**src/rtl/threshold_writeback.sv**
```systemverilog
// Four-lane reorder FIFOs, binarizing threshold and raster-order result writer.
// Optional runtime threshold input enabled by THRESH_RUNTIME_EN.
module threshold_writeback #(
  parameter int          IMAGE_SIZE = 4096,
  parameter int          THRESHOLD  = 128,
  parameter int          LANE_DEPTH = 4,
  parameter logic [31:0] OUT_BASE   = 32'h0
) (
  input  logic        clk,
  input  logic        reset,
  input  logic        start,
`ifdef THRESH_RUNTIME_EN
  input  logic [7:0]  threshold_in,
`endif
  output logic        done,
  input  logic [7:0]  lane_data_0,
  input  logic [7:0]  lane_data_1,
  input  logic [7:0]  lane_data_2,
  input  logic [7:0]  lane_data_3,
  input  logic        lane_valid_0,
  input  logic        lane_valid_1,
  input  logic        lane_valid_2,
  input  logic        lane_valid_3,
  output logic        lane_full_0,
  output logic        lane_full_1,
  output logic        lane_full_2,
  output logic        lane_full_3,
  output logic [31:0] wr_addr,
  output logic [7:0]  wr_data,
  output logic        wr_en,
  output logic        mem_rw,
  output logic        overflow,
  output logic [31:0] pix_count
);

  localparam int AW = $clog2(LANE_DEPTH);
  localparam int CW = AW + 1;
  localparam logic [7:0] THR8 = 8'(THRESHOLD);

  typedef enum logic [1:0] {
    S_IDLE,
    S_RUN,
    S_DONE
  } state_t;

  state_t r_state;
  state_t w_next;

  logic [7:0]    r_mem [4][LANE_DEPTH];
  logic [AW-1:0] r_wp [4];
  logic [AW-1:0] r_rp [4];
  logic [CW-1:0] r_cnt [4];
  logic [1:0]    r_lane;
  logic [31:0]   r_pix;
  logic [31:0]   r_wr_addr;
  logic [7:0]    r_wr_data;
  logic          r_wr_en;
  logic          r_ovf;

  logic [7:0] w_ldata [4];
  logic [3:0] w_lvalid;
  logic [3:0] w_push;
  logic [3:0] w_pop;
  logic [3:0] w_full;
  logic [3:0] w_drop;
  logic       w_pop_any;
  logic       w_last;
  logic       w_start_run;
  logic       w_clear;
  logic [7:0] w_pix;
  logic [7:0] w_thr;

  assign w_ldata[0] = lane_data_0;
  assign w_ldata[1] = lane_data_1;
  assign w_ldata[2] = lane_data_2;
  assign w_ldata[3] = lane_data_3;
  assign w_lvalid   = {lane_valid_3, lane_valid_2,
                       lane_valid_1, lane_valid_0};

`ifdef THRESH_RUNTIME_EN
  logic [7:0] r_thr;

  always_ff @(posedge clk or negedge reset) begin
    if (!reset) begin
      r_thr <= THR8;
    end else if (w_start_run) begin
      r_thr <= threshold_in;
    end
  end

  assign w_thr = r_thr;
`else
  assign w_thr = THR8;
`endif

  always_comb begin
    w_pop     = '0;
    w_pop_any = 1'b0;
    w_pix     = r_mem[r_lane][r_rp[r_lane]];
    if (r_state == S_RUN && r_cnt[r_lane] != '0) begin
      w_pop[r_lane] = 1'b1;
      w_pop_any     = 1'b1;
    end
    // A pop in the same cycle frees the slot for a push to a full lane
    for (int i = 0; i < 4; i++) begin
      w_full[i] = (r_cnt[i] == CW'(LANE_DEPTH));
      w_push[i] = (r_state == S_RUN) && w_lvalid[i]
                  && (!w_full[i] || w_pop[i]);
      w_drop[i] = (r_state == S_RUN) && w_lvalid[i]
                  && w_full[i] && !w_pop[i];
    end
  end

  assign w_last = w_pop_any && (r_pix == 32'(IMAGE_SIZE - 1));

  always_comb begin
    w_next = r_state;
    unique case (r_state)
      S_IDLE:  if (start) w_next = S_RUN;
      S_RUN: begin
        if (!start)      w_next = S_IDLE;
        else if (w_last) w_next = S_DONE;
      end
      S_DONE:  if (!start) w_next = S_IDLE;
      default: w_next = S_IDLE;
    endcase
  end

  assign w_start_run = (r_state == S_IDLE) && start;
  assign w_clear     = w_start_run
                       || (r_state != S_IDLE && w_next == S_IDLE);

  always_ff @(posedge clk or negedge reset) begin
    if (!reset) begin
      r_state   <= S_IDLE;
      r_lane    <= 2'd0;
      r_pix     <= 32'd0;
      r_wr_addr <= OUT_BASE;
      r_wr_data <= 8'h00;
      r_wr_en   <= 1'b0;
      r_ovf     <= 1'b0;
      for (int i = 0; i < 4; i++) begin
        r_wp[i]  <= '0;
        r_rp[i]  <= '0;
        r_cnt[i] <= '0;
      end
    end else begin
      r_state <= w_next;
      r_wr_en <= w_pop_any;
      if (w_pop_any) begin
        r_wr_data <= (w_pix >= w_thr) ? 8'hFF : 8'h00;
        r_wr_addr <= OUT_BASE + r_pix;
        r_pix     <= r_pix + 32'd1;
        r_lane    <= r_lane + 2'd1;
      end
      if (w_drop != '0) r_ovf <= 1'b1;
      if (w_start_run) begin
        r_pix  <= 32'd0;
        r_lane <= 2'd0;
        r_ovf  <= 1'b0;
      end
      for (int i = 0; i < 4; i++) begin
        if (w_clear) begin
          r_wp[i]  <= '0;
          r_rp[i]  <= '0;
          r_cnt[i] <= '0;
        end else begin
          if (w_push[i]) r_wp[i] <= r_wp[i] + AW'(1);
          if (w_pop[i])  r_rp[i] <= r_rp[i] + AW'(1);
          r_cnt[i] <= r_cnt[i] + CW'(w_push[i]) - CW'(w_pop[i]);
        end
      end
    end
  end

  always_ff @(posedge clk) begin
    for (int i = 0; i < 4; i++) begin
      if (w_push[i]) r_mem[i][r_wp[i]] <= w_ldata[i];
    end
  end

  assign done        = (r_state == S_DONE);
  assign lane_full_0 = w_full[0];
  assign lane_full_1 = w_full[1];
  assign lane_full_2 = w_full[2];
  assign lane_full_3 = w_full[3];
  assign wr_addr     = r_wr_addr;
  assign wr_data     = r_wr_data;
  assign wr_en       = r_wr_en;
  assign mem_rw      = 1'b1;
  assign overflow    = r_ovf;
  assign pix_count   = r_pix;

endmodule
```
**config.mk**
```make
export PLATFORM = sky130hd
export DESIGN_NAME = threshold_writeback
export DESIGN_NICKNAME = d
export VERILOG_FILES = /design/src/rtl/threshold_writeback.sv
export SDC_FILE = /design/constraint.sdc
export NUM_CORES = 1
export LEC_CHECK = 0
export BUFFER_PORTS_ARGS = -buffer_cell sky130_fd_sc_hd__buf_2
export CORE_AREA = 4 4 135 105
export DETAILED_ROUTE_END_ITERATION = 8
export DIE_AREA = 0 0 139 109
export PLACE_DENSITY = 0.71
export REMOVE_ABC_BUFFERS = 1
export SLEW_MARGIN = 20
export SYNTH_ARGS = -nofsm -noshare
export SYNTH_HDL_FRONTEND = slang
export SYNTH_SLANG_ARGS = --single-unit
```
**constraint.sdc**
```tcl
create_clock -name clk -period 2.44 [get_ports clk]
set_input_delay 0.488 -clock clk [delete_from_list [all_inputs] [get_ports clk]]
set_output_delay 0.488 -clock clk [all_outputs]
set_load 0.02 [all_outputs]
```
Word level (Yosys, flattened, before mapping)
Memories as Yosys holds them, arrays and structs flattened.
Cells that the tools add are included.
{"block": "word_totals", "regBits": 106, "ramBits": 128, "inputBits": 39, "out_inout_bits": 80, "wordCells": 178, "memories": 1}
{"block": "classes", "n_addsub": 18, "magnitude_cmp": 13, "n_eq_ne": 7, "muxes": 61, "bitwise": 6, "n_reduce_logical": 53}
{"memory": "r_mem", "words": 4, "width": 32, "rd": 1, "rd_clocked_by_memory_dff": 0, "wr": 4, "line": "49", "text": "logic [7:0] r_mem [4][LANE_DEPTH];"}
{"operator": "$mux W32", "count": 6}
{"operator": "$demux W8 S2", "count": 4}
{"operator": "$mux W8", "count": 7}
{"operator": "$mux W2", "count": 24}
{"operator": "$add A32 B1 Y32 const B", "count": 1}
{"operator": "$eq A32 B12 Y1 const B", "count": 1}
{"operator": "$logic_and A1 B1 Y1", "count": 25}
{"operator": "$reduce_bool A2 Y1", "count": 11}
{"operator": "$add A2 B1 Y2 const B", "count": 9}
{"operator": "$ge A3 B3 Y1 const B", "count": 6}
{"operator": "$mux W3", "count": 6}
{"operator": "$not A2 Y3", "count": 6}
{"operator": "$bmux W8 S2", "count": 1}
{"operator": "$add A3 B1 Y3", "count": 4}
{"operator": "$eq A3 B3 Y1 const B", "count": 4}
{"operator": "$lt A3 B1 Y1 const B", "count": 4}
{"operator": "$sub A3 B1 Y3", "count": 4}
{"operator": "$ge A8 B8 Y1 const B", "count": 1}
{"operator": "$logic_not A1 Y1", "count": 8}
{"operator": "$mux W1", "count": 8}
{"operator": "$bmux W3 S2", "count": 1}
{"operator": "$pmux W2 S3", "count": 1}
{"operator": "$logic_or A1 B1 Y1", "count": 5}
{"operator": "$bmux W2 S2", "count": 1}
{"operator": "9 further kinds", "count": 10}

Longest topological paths before layout
{"block": "depth", "depth_word": 15, "depth_mapped": 13}

Least setup slack after synthesis
OpenSTA, ideal clock, no wires.
{"block": "synth_timing", "path_kind": "reg-to-reg", "start": "register r_state[1]", "end": "register r_cnt[8] (netlist name)", "setup_time_ps": 132, "arrival_time_ps": 2535, "required_time_ps": 2308, "path_slack_ps": -227, "stages_incl_launch_ff": 14, "synth_period_minus_slack_ps": 2667, "cell_sequence": "dfrtp_1 -> clkbuf_1 -> and2b_1 -> buf_2 -> buf_2 -> nand2_1 -> nor3_1 -> a21o_1 -> ha_1 -> inv_1 -> fa_1 -> xor2_1 -> xnor2_1 -> nor2_1"}
{"block": "synth_between", "elab_chain_len": 11}
{"element": "from (decl)", "line": "46", "text": "state_t r_state;"}
{"element": "from (signal assigned)", "line": "148", "text": "r_state <= w_next;"}
{"element": "parallel branches: the longest is 10 deep, another holds $add A3 B1 Y3"}
{"element": "$mux W3 *", "line": "163", "text": "if (w_clear) begin"}
{"element": "to (signal, indexed assignment)", "line": "170", "text": "r_cnt[i] <= r_cnt[i] + CW'(w_push[i]) - CW'(w_pop[i]);"}
{"element": "to (decl)", "line": "52", "text": "logic [CW-1:0] r_cnt [4];"}
Every way passes the cells marked *.
A chain may end at the register's enable or synchronous reset.

Worst setup path after layout
{"block": "layout_timing", "start": "register r_lane[0]", "end": "register r_cnt[11] (netlist name)"}
{"block": "layout_between", "elab_chain_len": 15}
{"element": "from (decl)", "line": "53", "text": "logic [1:0] r_lane;"}
{"element": "from (signal assigned)", "line": "154", "text": "r_lane <= r_lane + 2'd1;"}
{"element": "parallel branches: the longest is 14 deep, another holds $lt A2 B3 Y1"}
{"element": "$mux W3 *", "line": "163"}
Every way passes the cells marked *. The select of a mux whose other input is x is not followed.

==> results.txt <==
Final min period = 2560 ps
Fin. Hold Viols = 0
Power Internal = 5030 uW
initial drt markers = 261
slowest CP cell = dfrtp_2
Core Area = 12800 um^2
CP Data Required Time = 2700 ps
Flop pwr share = 31.7%
row count = 36
CP bufs+invs = 2
R2R Setup Slk = -120 ps
worst skew pair latency = 410 ps
fin worst setup slack = -116 ps
critical-path cell list = nor4b_4, buf_4, nor3_4, o211ai_2, a21oi_2, a21o_1, ha_1, inv_1, fa_2, xor2_1, xnor2_1, nor2_1
clk sink count = 115
post-synthesis cell count = 535
CP startpoint kind = flop
Final HPWL DP = 9.68 mm
hold crit path type = in -> reg
pre-CTS setup slack = -302 ps
grt total ovfl = 0
worst-case clock buffer depth = 2
vias after detailed routing = 4671
net load switching power = 2450 uW
syn_area_per_cell = 11.1 um^2
Syn Std Cell Area = 5930 um^2
Buffers on Ports = 89
Worst Tran Pin Value = 570 ps
initial antenna violation count = 0
Layout Utilization = 60.9%
slew margin rel. = 62.0%
crit share post-route = 105%
IO Pins = 119
All-Layer GR Usage = 19.1%
combinational power share = 33.5%
die width = 139 um
# fillers = 1009
Fin Setup TNS = -403 ps
DRC viols = 0
Clk pin slew, worst setup/hold paths = 50 ps
cell family with most CP delay = simple AND/OR/NAND/NOR gates
Yosys warnings = 0
Clock Skew = 12.0 ps
crit path max fanout = 8
n_diodes = 0
CP arrival = 2820 ps
Synth Flop Type = dfrtp_1
Final ANT Viol Nets = 0
Max-Cap Viols = 0
area grow syn2layout = 31.4%
Setup violations, final = 9
Initial Util = 46.4%
CTS tree = done
largest net degree at the start of global routing = 77
failing checks = setup timing
status = finished, violations left
vias in the first global route = 4710
post-synthesis sequential area ratio = 49.9%
routed wire length = 14.2 mm
max-slew violation count = 0
Pwr per Cell Area = 959 nW/um^2
Max VDD drop = 0.676 mV
share of cells above drive strength 1 = 36.1%
FFs w/ async S/R, synth = 86.1%
first-pass GRT wire length = 23.2 mm
H-tree depth = 4
Leak = 0.00367 uW
placed instance count = 821
die area = 15200 um^2
GPL Wtd Cong = 0.824
Post-synth EDFFs = 16
Netlist cell types = 60
drt via density = 5.36
switching part of the total = 32.7%
clock root buffer = clkbuf_16
1st-pass router iterations = 4
Max stage delay on crit path = 490 ps
clock share of power = 34.8%
Non-Filler Instances = 871
die height = 109 um
Register Area = 2960 um^2
footprint of the multi-input gates = 2870 um^2
critical setup path kind = reg -> reg
Power, Total = 7470 uW
synthesis-stage register bit count = 115
RSZ-0062 raised after global routing = true
Nets = 756
cts bufs inserted = 17
CP endpoint kind = flop
Max Clk Rate = 391 MHz
DR WL/cell = 16.4 um
-- cells in the final DEF, fill, tap and decap left out, types with 17 or more instances in the layout --
cell type	synthesis	layout
mux2_2	25	25
buf_4	12	69
buf_2	4	88
o21ai_0	22	21
nor2_1	35	32
clkbuf_16	0	17
nand2_1	35	35
or4_1	17	17
ha_1	25	25
inv_1	24	24
dfrtp_1	99	98
and2_1	22	22
a21oi_1	32	26
-- worst register-to-register path: cells and delay by family (launching register included) --
kind | cells | cell delay, ps
flops | 1 | 490
buf+inv | 2 | 210
compound gates | 3 | 420
simple gates | 3 | 510
fa+ha+maj | 2 | 470
xor+xnor | 2 | 320
-- cell type report --
type	instances	area share, %
multi-input cells	366	36.8
well taps	171	2.74
clock buffers	22	5.95
repair buffers	163	13.4
inverters	25	1.20
flip-flops and latches	115	38.0
clock inverters	9	1.96
-- routing by layer --
layer / GRT usage [%] / share of wire (%) / vias to the layer above / wire, um
li1: - / - / 2211 / -
met4: 5.94 / 1.2 / 0 / 166
met1: 25.7 / 46 / 2329 / 6530
met2: 31.1 / 48 / 113 / 6890
met5: 0 / 0 / - / 0
met3: 4.56 / 4.6 / 18 / 658
-- per-stage QoR --
stage,area [um^2],hold slack (ps)
5_1_grt,7800,290
6_report,7800,298
2_1_floorplan,5750,192
4_1_cts,7680,284
3_3_place_gp,6850,402
3_5_place_dp,6850,413
-- registers in the layout, summed over array words and instances, names as in the netlist --
register,cells
r_lane,2
r_state,2
overflow,1
r_wp,8
wr_data,1
pix_count,32
r_cnt,12
r_rp,8
wr_addr,32
r_mem,16
wr_en,1
-- timing repair --
action,4_1_cts,5_1_grt
endpoints found under the setup margin,15,22
hold buffers,1,0
gates cloned,0,0
resized for setup,19,18
pin swaps,10,7
setup buffers,13,6
endpoints found under the hold margin,23,0
-- power groups by stage --
stage / logic (uW) / clock network (uW) / registers [uW]
2_1_floorplan: 1110 / 0 / 2520
3_3_place_gp: 2040 / 0 / 2360
3_5_place_dp: 2100 / 0 / 2380
4_1_cts: 2370 / 2640 / 2360
5_1_grt: 2720 / 2720 / 2390
6_report: 2500 / 2600 / 2370
-- cell usage after synthesis (all sizes together), types with 2 or more instances --
library cell | n | area share [%]
a2111o | 2 | 0.38
a211oi | 4 | 0.51
a21o | 3 | 0.38
a21oi | 32 | 2.7
and2 | 22 | 2.3
and3 | 4 | 0.42
buf | 19 | 2.4
clkbuf | 10 | 0.63
dfrtp | 99 | 42
edfxtp | 16 | 8.1
fa | 4 | 1.3
ha | 25 | 5.3
inv | 25 | 1.6
mux2 | 26 | 4.9
mux2i | 8 | 1.3
mux4 | 2 | 0.76
nand2 | 35 | 2.2
nand2b | 5 | 0.53
nand3 | 11 | 0.93
nand4 | 5 | 0.53
nor2 | 36 | 2.4
nor2b | 6 | 0.63
nor3 | 5 | 0.59
nor3b | 2 | 0.25
nor4 | 9 | 1.2
nor4b | 3 | 0.65
o2111ai | 5 | 1.1
o211ai | 8 | 1.4
o21ai | 24 | 2.2
o31ai | 16 | 2.0
or3 | 10 | 1.1
or4 | 17 | 2.2
xnor2 | 9 | 1.3
xor2 | 16 | 2.4
-- path summary, 6_finish.rpt --
check / startpoint / to / cells past startpoint
setup reg to reg: r_lane[0] / r_cnt[11] / 12
hold reg to reg: wr_addr[21] / wr_addr[21] / 2
min in group asynchronous: reset / pix_count[24] / 2
setup / recovery: r_lane[0] / r_cnt[11] / 12
hold / removal: lane_data_0[7] / r_mem[0][15] / 1
max in group asynchronous: reset / r_cnt[8] / 3
-- kinds of logic after synthesis --
family                     share of synthesized area [%]
AOI/OAI and AO/OA                                   11.7
xor gates and xnor gates                            3.69
adders and majority gates                           6.62
buffers and inverters                               4.64
DFF                                                 49.9
muxes                                               7.04
other                                             0.0632
and+or+nand+nor                                     16.4
No activity file was read; power rests on OpenSTA's default activity.
